`src/rtl/comm_pkg.sv`:
```
// Shared constants and types for the K=3 rate-1/2 convolutional encoder/framer.
package comm_pkg;

  localparam int FRAME_INFO_BITS = 6;
  localparam int TAIL_BITS       = 2;
  localparam int BLOCK_LEN       = 2 * (FRAME_INFO_BITS + TAIL_BITS);

  // Generator taps, MSB = current input u, then s1, then s2.
  localparam logic [2:0] G0 = 3'b111;
  localparam logic [2:0] G1 = 3'b101;

  typedef enum logic {
    ST_IDLE = 1'b0,
    ST_ENC  = 1'b1
  } enc_state_e;

  function automatic logic tap_parity(input logic [2:0] taps, input logic [2:0] bits);
    return ^(taps & bits);
  endfunction

endpackage

```
`src/rtl/conv_k3_step.sv`:
```
// One combinational trellis step of the K=3 (7,5) code: outputs both coded bits
// and the next shift-register state for a single information bit.
module conv_k3_step
  import comm_pkg::*;
(
  input  logic u_i,
  input  logic s1_i,
  input  logic s2_i,
  output logic g0_o,
  output logic g1_o,
  output logic s1_next_o,
  output logic s2_next_o
);

  logic [2:0] reg_bits;

  assign reg_bits  = {u_i, s1_i, s2_i};
  assign g0_o      = tap_parity(G0, reg_bits);
  assign g1_o      = tap_parity(G1, reg_bits);
  assign s1_next_o = u_i;
  assign s2_next_o = s1_i;

endmodule

```
`src/rtl/conv_encoder_framer.sv`:
```
// Loads FRAME_INFO_BITS info bits, then emits one contiguous block of coded bits
// (info + zero tail, g0 then g1 per bit) while the next frame loads in parallel.
//
// state   | meaning
// ST_IDLE | no block in flight, waiting for the loader to fill
// ST_ENC  | emitting coded bit cnt_q of the current block
module conv_encoder_framer #(
  parameter int FRAME_INFO_BITS = comm_pkg::FRAME_INFO_BITS,
  parameter int TAIL_BITS       = comm_pkg::TAIL_BITS
) (
  input  logic clk,
  input  logic rst,
  input  logic in_valid,
  input  logic in_bit,
  output logic in_ready,
  output logic out_valid,
  output logic data_o,
  output logic out_sop
);

  import comm_pkg::*;

  localparam int BLK_LEN = 2 * (FRAME_INFO_BITS + TAIL_BITS);
  localparam int CNT_W   = $clog2(BLK_LEN);
  localparam int IDX_W   = CNT_W - 1;
  localparam int UV_W    = 1 << IDX_W;
  localparam int LCNT_W  = $clog2(FRAME_INFO_BITS + 1);

  localparam logic [CNT_W-1:0]  LAST_CNT = CNT_W'(BLK_LEN - 1);
  localparam logic [LCNT_W-1:0] FULL_CNT = LCNT_W'(FRAME_INFO_BITS);

  enc_state_e                 state_q, state_d;
  logic [CNT_W-1:0]           cnt_q, cnt_d;
  logic [LCNT_W-1:0]          load_cnt_q, load_cnt_d;
  logic [FRAME_INFO_BITS-1:0] load_buf_q, load_buf_d;
  logic [FRAME_INFO_BITS-1:0] frame_q, frame_d;
  logic                       s1_q, s1_d, s2_q, s2_d;

  logic             load_full;
  logic             accept;
  logic             transfer;
  logic [IDX_W-1:0] info_idx;
  logic [UV_W-1:0]  u_vec;
  logic             u;
  logic             g0, g1, s1_next, s2_next;

  assign load_full = (load_cnt_q == FULL_CNT);
  assign in_ready  = !load_full;
  assign accept    = in_valid && in_ready;

  // Zero-extending the frame supplies the tail bits for indices past the info bits.
  assign info_idx = cnt_q[CNT_W-1:1];
  assign u_vec    = UV_W'(frame_q);
  assign u        = u_vec[info_idx];

  conv_k3_step u_step (
    .u_i       (u),
    .s1_i      (s1_q),
    .s2_i      (s2_q),
    .g0_o      (g0),
    .g1_o      (g1),
    .s1_next_o (s1_next),
    .s2_next_o (s2_next)
  );

  always_comb begin
    state_d    = state_q;
    cnt_d      = cnt_q;
    load_cnt_d = load_cnt_q;
    load_buf_d = load_buf_q;
    frame_d    = frame_q;
    s1_d       = s1_q;
    s2_d       = s2_q;
    transfer   = 1'b0;

    if (accept) begin
      load_buf_d[load_cnt_q] = in_bit;
      load_cnt_d             = load_cnt_q + LCNT_W'(1);
    end

    case (state_q)
      ST_IDLE: begin
        if (load_full) begin
          state_d  = ST_ENC;
          transfer = 1'b1;
        end
      end
      ST_ENC: begin
        if (cnt_q[0]) begin
          s1_d = s1_next;
          s2_d = s2_next;
        end
        if (cnt_q == LAST_CNT) begin
          cnt_d    = '0;
          transfer = load_full;
          state_d  = load_full ? ST_ENC : ST_IDLE;
        end else begin
          cnt_d = cnt_q + CNT_W'(1);
        end
      end
      default: state_d = ST_IDLE;
    endcase

    if (transfer) begin
      frame_d    = load_buf_q;
      load_buf_d = '0;
      load_cnt_d = '0;
      cnt_d      = '0;
      s1_d       = 1'b0;
      s2_d       = 1'b0;
    end
  end

  always_ff @(posedge clk or negedge rst) begin
    if (!rst) begin
      state_q    <= ST_IDLE;
      cnt_q      <= '0;
      load_cnt_q <= '0;
      load_buf_q <= '0;
      frame_q    <= '0;
      s1_q       <= 1'b0;
      s2_q       <= 1'b0;
    end else begin
      state_q    <= state_d;
      cnt_q      <= cnt_d;
      load_cnt_q <= load_cnt_d;
      load_buf_q <= load_buf_d;
      frame_q    <= frame_d;
      s1_q       <= s1_d;
      s2_q       <= s2_d;
    end
  end

  assign out_valid = (state_q == ST_ENC);
  assign data_o    = out_valid && (cnt_q[0] ? g1 : g0);
  assign out_sop   = out_valid && (cnt_q == '0);

endmodule
```
`config.mk`:
```
export PLATFORM = sky130hd
export DESIGN_NAME = conv_encoder_framer
export DESIGN_NICKNAME = d
export VERILOG_FILES = /design/src/rtl/comm_pkg.sv /design/src/rtl/conv_k3_step.sv /design/src/rtl/conv_encoder_framer.sv
export SDC_FILE = /design/constraint.sdc
export NUM_CORES = 1
export LEC_CHECK = 0
export BUFFER_PORTS_ARGS = -buffer_cell sky130_fd_sc_hd__buf_2
export CORE_MARGIN = 1
export CORE_UTILIZATION = 30
export CTS_CLUSTER_DIAMETER = 120
export CTS_CLUSTER_SIZE = 10
export DETAILED_ROUTE_END_ITERATION = 16
export GPL_TIMING_DRIVEN = 0
export SETUP_SLACK_MARGIN = 0.5
export SYNTH_ARGS = -nofsm -noshare
export SYNTH_HDL_FRONTEND = slang
export SYNTH_HIERARCHICAL = 1
export SYNTH_SLANG_ARGS = --single-unit
```
`constraint.sdc`:
```
create_clock -name clk -period 2.3 [get_ports clk]
set_clock_uncertainty 0.05 [all_clocks]
set_input_delay 0.46 -clock clk [delete_from_list [all_inputs] [get_ports clk]]
set_output_delay 0.46 -clock clk [all_outputs]
set_load 0.005 [all_outputs]
```
# == Word-level counts from Yosys, hierarchy flattened ==
# Index checks and enable logic that the tools add are counted.
# word_totals
regBits,22
latchBits,0
ram_bits,0
rom_bits,0
inputBits,4
out_inout_bits,4
elab_cells,51
memories,0
# op_classes
add_sub_neg,2
mul,0
div,0
magnitude_cmp,3
eq_ne,2
shift,0
muxes,24
bitwise_logic,1
reduce_logical,12
# op_table
cell,count
$mux W1,12
$mux W4,3
$mux W6,2
$lt A3 B4 Y1 const B,2
$bwmux W6,1
$mux W3,2
$reduce_bool A2 Y1,3
$reduce_xor A3 Y1,2
$add A4 B1 Y4 const B,1
$eq A4 B4 Y1 const B,1
$logic_and A1 B1 Y1,4
$logic_not A4 Y1,1
$pmux W1 S2,2
$add A3 B1 Y3 const B,1
$bmux W1 S3,1
$demux W1 S3,1
$eq A3 B3 Y1 const B,1
$ge A3 B1 Y1 const B,1
$reduce_and A2 Y1,1
$logic_not A1 Y1,1
$not A1 Y1,1

# == Depth between registers and ports, before layout ==
# depth
word_depth,7
depth_mapped,6
depth_no_buf,6

# == Hierarchy ==
# Netlist, hierarchy kept.
# modules_own_cells
module,instances,cells_per_inst,area_each_um2
conv_encoder_framer,1,106,1147.4
conv_k3_step,1,4,47.5

# == Least setup slack after synthesis ==
# OpenSTA, ideal clock, no wires.
# synth_path
path_kind,reg2out
start,register cnt_q[1]
end,output port data_o
t_arrival_ns,1.595
path_slack_ns,0.195
stages_incl_launch_ff,6
path_cell_list,dfrtp_1 > mux4_2 > mux2_2 > xor3_1 > mux2i_1 > nor2b_1
# synth_between
elab_chain_len,5
# synth_lines
element,line,rtl
start: declaration,conv_encoder_framer.sv:33,"logic [CNT_W-1:0] cnt_q, cnt_d;"
start signal: assignment,conv_encoder_framer.sv:125,cnt_q <= cnt_d;
$bmux W1 S3,conv_encoder_framer.sv:54,assign u = u_vec[info_idx];
$mux W1 (not written as such),conv_encoder_framer.sv:54,
via u,conv_encoder_framer.sv:44,logic u;
$reduce_xor A3 Y1,comm_pkg.sv:18,return ^(taps & bits);
via g0,conv_encoder_framer.sv:45,"logic g0, g1, s1_next, s2_next;"
$mux W1,conv_encoder_framer.sv:135,assign data_o = out_valid && (cnt_q[0] ? g1 : g0);
$logic_and A1 B1 Y1,conv_encoder_framer.sv:135,
end: declaration,conv_encoder_framer.sv:17,"output logic data_o,"
# The timed path passes the listed nets, and every way through them passes these cells. The select of a mux whose other input is x is not followed.

# == Worst setup path after layout ==
# Ends and elaborated chain as after synthesis.

==> results.sh <==
export IMPL_synth_mux_area_fraction_pct=13.51
export IMPL_timing_rr_end="frame_q[5]"
export IMPL_grt_overflow_total=0
export IMPL_post_synth_inst_count=110
export IMPL_critical_path_top_delay_family="multiplexers"
export IMPL_ant_nets=0
export IMPL_wire_per_inst_um=13.79
export IMPL_fmax_mhz=398.8
export IMPL_setup_repair_after_global_routing_missed_its_margin="true"
export IMPL_area_growth_pct=21.89
export IMPL_combinational_family_with_the_most_area_after_synthesis="simple AND/OR/NAND/NOR gates"
export IMPL_worst_setup_path_endpoint="data_o"
export IMPL_clkTransAtPathRegs_ns=0.08
export IMPL_finalInstanceArea_sq_um=1456
export IMPL_clock_latency_ns=0.26
export IMPL_setup_slack_ns=-0.2073
export IMPL_io_buffer_count=7
export IMPL_reg2reg_from="cnt_q[0]"
export IMPL_cp_end_kind="primary output"
export IMPL_post_synth_instance_area_sq_um=1195
export IMPL_ys_seq_elements=22
export IMPL_initial_utilization_pct=31.92
export IMPL_mappedNetlistNets=118
export IMPL_grt_usage_pct=12.94
export IMPL_placed_area_sq_um=1294
export IMPL_worstPathMaxFanout=3
export IMPL_worst_ep_required_time_ns=1.79
export IMPL_placed_wire_length_estimate_after_detailed_placement_um=1610
export IMPL_leakage_dissipation_nw=0.6540
export IMPL_timing_final_crit_share_pct=109.0
export IMPL_clock_tree_buffer_depth=2
export IMPL_tritoncts="done"
export IMPL_grt_start_max_net_pins=23
export IMPL_critical_path_depth=6
export IMPL_max_cap_violation_count=0
export IMPL_cp_arrival_ns=2.00
export IMPL_reg2reg_depth=7
export IMPL_h_tree_depth=1
export IMPL_synth_warnings=6
export IMPL_cts_sinks=22
export IMPL_tritoncts_num_buffers=3
export IMPL_synth_xor_area_share_pct=3.455
export IMPL_layout_nets=136
export IMPL_drt_wl_total_um=2413
export IMPL_ctsRootBufferMaster="clkbuf_8"
export IMPL_ir_drop_mv=0.5866
export IMPL_fp_coreArea_sq_um=3744
export IMPL_finalSetupViolCount=1
export IMPL_critical_path_cell_chain="mux4_2 > mux2_4 > xor3_1 > mux2i_1 > nor2b_1 > buf_2"
export IMPL_worst_path_buf_inv=1
export IMPL_first_global_vias=878
export IMPL_critical_path_class="reg -> out"
export IMPL_detailroute_via_count=869
export IMPL_yosys_most_used_dff="dfrtp_1"
export IMPL_drtIter0Drc=36
export IMPL_slowest_stage="mux4_2"
export IMPL_preCtsSetupSlack_ns=-0.01613
export IMPL_critPathLaunch="cnt_q[1]"
export IMPL_floorplan_io_pins=8
export IMPL_cp_slowest_stage_delay_ns=0.50
export IMPL_hold_viol_final=0
export IMPL_floorplan_rows=22
export IMPL_antenna_diode_count=0
export IMPL_viasPerCell=4.966
export IMPL_antenna_found_initial=0
export IMPL_place_congestion=0.8551
export IMPL_holdCritPathClass="in -> async"
export IMPL_y_dimension_of_the_die_um=65.11
export IMPL_failed_checks="negative setup slack"
export IMPL_post_synth_fa_ha_maj_area_fraction_pct=4.188
export IMPL_timing_worst_slew_pin_value_ns=0.5574
export IMPL_worst_setup_path_start_kind="flip-flop"
export IMPL_post_synthesis_average_cell_area_sq_um=10.86
export IMPL_final_max_slew_viol_count=0
export IMPL_status="complete, but fails checks"
export IMPL_synth_async_reset_ratio_pct=100.0
export IMPL_power_per_cell_area_nw_per_um2=1331
export IMPL_die_area_sq_um=4239
export IMPL_reg2reg_setup_slack_ns=0.60
export IMPL_layout_drive_gt1_share_pct=34.65
export IMPL_drcViolationCount=0
export IMPL_max_slew_margin_pct=62.51
export IMPL_synth_cell_type_count=34
export IMPL_pwr_total_mw=1.939
export IMPL_detailedRoute_firstPassIterationCount=4
export IMPL_synth_edf_count=0
export IMPL_synth_compound_gate_area_share_pct=11.41
export IMPL_n_fill_cell=385
export IMPL_synthSimpleGateAreaFrac_pct=16.54
export IMPL_synth_yosys_seq_area_share_pct=46.07
export IMPL_grt_first_pass_wirelength_um=4146
export IMPL_floorplan_die_width_um=65.11
export IMPL_layout_min_cycle_time_ns=2.507
[repair_timing]
item / 4_1_cts / 5_1_grt
pin swaps: 1 / 1
hold buffers: 0 / 0
gates cloned: 0 / 0
resized for setup: 8 / 3
setup endpoints to repair: 20 / 20
setup buffers: 2 / 4
hold endpoints to repair: 0 / 0
[flip-flops by register name, summed over array words and instances, names as in the netlist]
name,flops
cnt_q,4
frame_q,6
load_buf_q,6
load_cnt_q,3
out_valid,1
s1_q,1
s2_q,1
[cells by family (layout without fill, tap and decap cells)]
family          count (synthesis)  after routing
simple gates                   35             35
flops                          22             22
compound gates                 21             21
mux                            14             14
buf+inv                        11             28
fa+ha+maj                       4              4
xor+xnor                        3              3
[layer usage]
| metal | track usage (%) | wire length [um] | up-vias | share of wire, % |
|---|---|---|---|---|
| met4 | 2.989 | 13 | 0 | 0.54 |
| met2 | 21.48 | 1122 | 13 | 46 |
| met1 | 16.30 | 1181 | 429 | 49 |
| li1 | - | - | 425 | - |
| met3 | 4.167 | 96 | 2 | 4.0 |
| met5 | 0 | 0 | - | 0 |
[metrics by stage]
stage | cells | hold slack, ns | utilization, % | TNS [ns]
4_1_cts | 171 | 0.1195 | 37.57 | -0.1986
2_1_floorplan | 110 | 0.1144 | - | 0
6_report | 175 | 0.1048 | 38.90 | -0.2073
3_5_place_dp | 165 | 0.4123 | 34.56 | -0.01613
3_3_place_gp | 165 | 0.3987 | 34.56 | 0
5_1_grt | 175 | 0.1410 | 38.90 | -0.3095
[cell usage in the layout, fill, tap and decap left out, types with 3 or more instances in the layout]
cell type,count
a21oi_1,7
buf_2,9
buf_4,8
clkbuf_8,4
dfrtp_1,19
dfrtp_2,3
ha_1,3
mux2_2,4
mux2i_1,6
nand2_1,11
nand3_1,3
nand4_1,3
nor2_1,6
o21ai_0,6
[worst reg2reg max path, cell delays in order (launching register included)]
cell     delay (ns)
dfrtp_1        0.38
buf_4          0.12
buf_4          0.09
ha_1           0.21
nand3_2        0.12
a21oi_4        0.16
buf_12         0.14
mux2_2         0.33
[cell type report]
class	instances	area (sq um)	share of cell area (%)
multi-input combinational	77	611.8	42.01
tap	48	60.06	4.124
sequential	22	554.3	38.06
buffer	7	51.30	3.522
timing repair buffer	13	92.59	6.357
clock buffer	3	41.29	2.835
inverter	4	15.01	1.031
clock inverter	1	30.03	2.062
[worst min path at each step]
stage,from,end,slack (ns),depth (start not counted)
2_1_floorplan,rst,cnt_q[0],0.11,0
5_1_grt,rst,frame_q[2],0.14,1
6_report,rst,out_valid,0.10,1
4_1_cts,rst,out_valid,0.12,1
3_5_place_dp,rst,out_valid,0.41,1
3_3_place_gp,rst,cnt_q[2],0.40,1
[cell usage after synthesis, types with 3 or more instances]
cell | count | area share (%)
buf_4 | 3 | 1.9
nand3_1 | 3 | 1.3
a21oi_1 | 7 | 2.9
inv_1 | 4 | 1.3
ha_1 | 4 | 4.2
dfrtp_1 | 22 | 46
nand4_1 | 3 | 1.6
mux2_2 | 5 | 4.7
mux2i_1 | 6 | 5.0
nor2_1 | 6 | 1.9
o21ai_0 | 6 | 2.5
nand2_1 | 12 | 3.8
[power by group]
part	internal, mW	switching, mW	total (mW)
Sequential	0.554	0.136	0.690
Clock	0.233	0.133	0.366
Combinational	0.468	0.415	0.883
Total	1.25	0.684	1.94
Power figures use the tool's default switching activity.
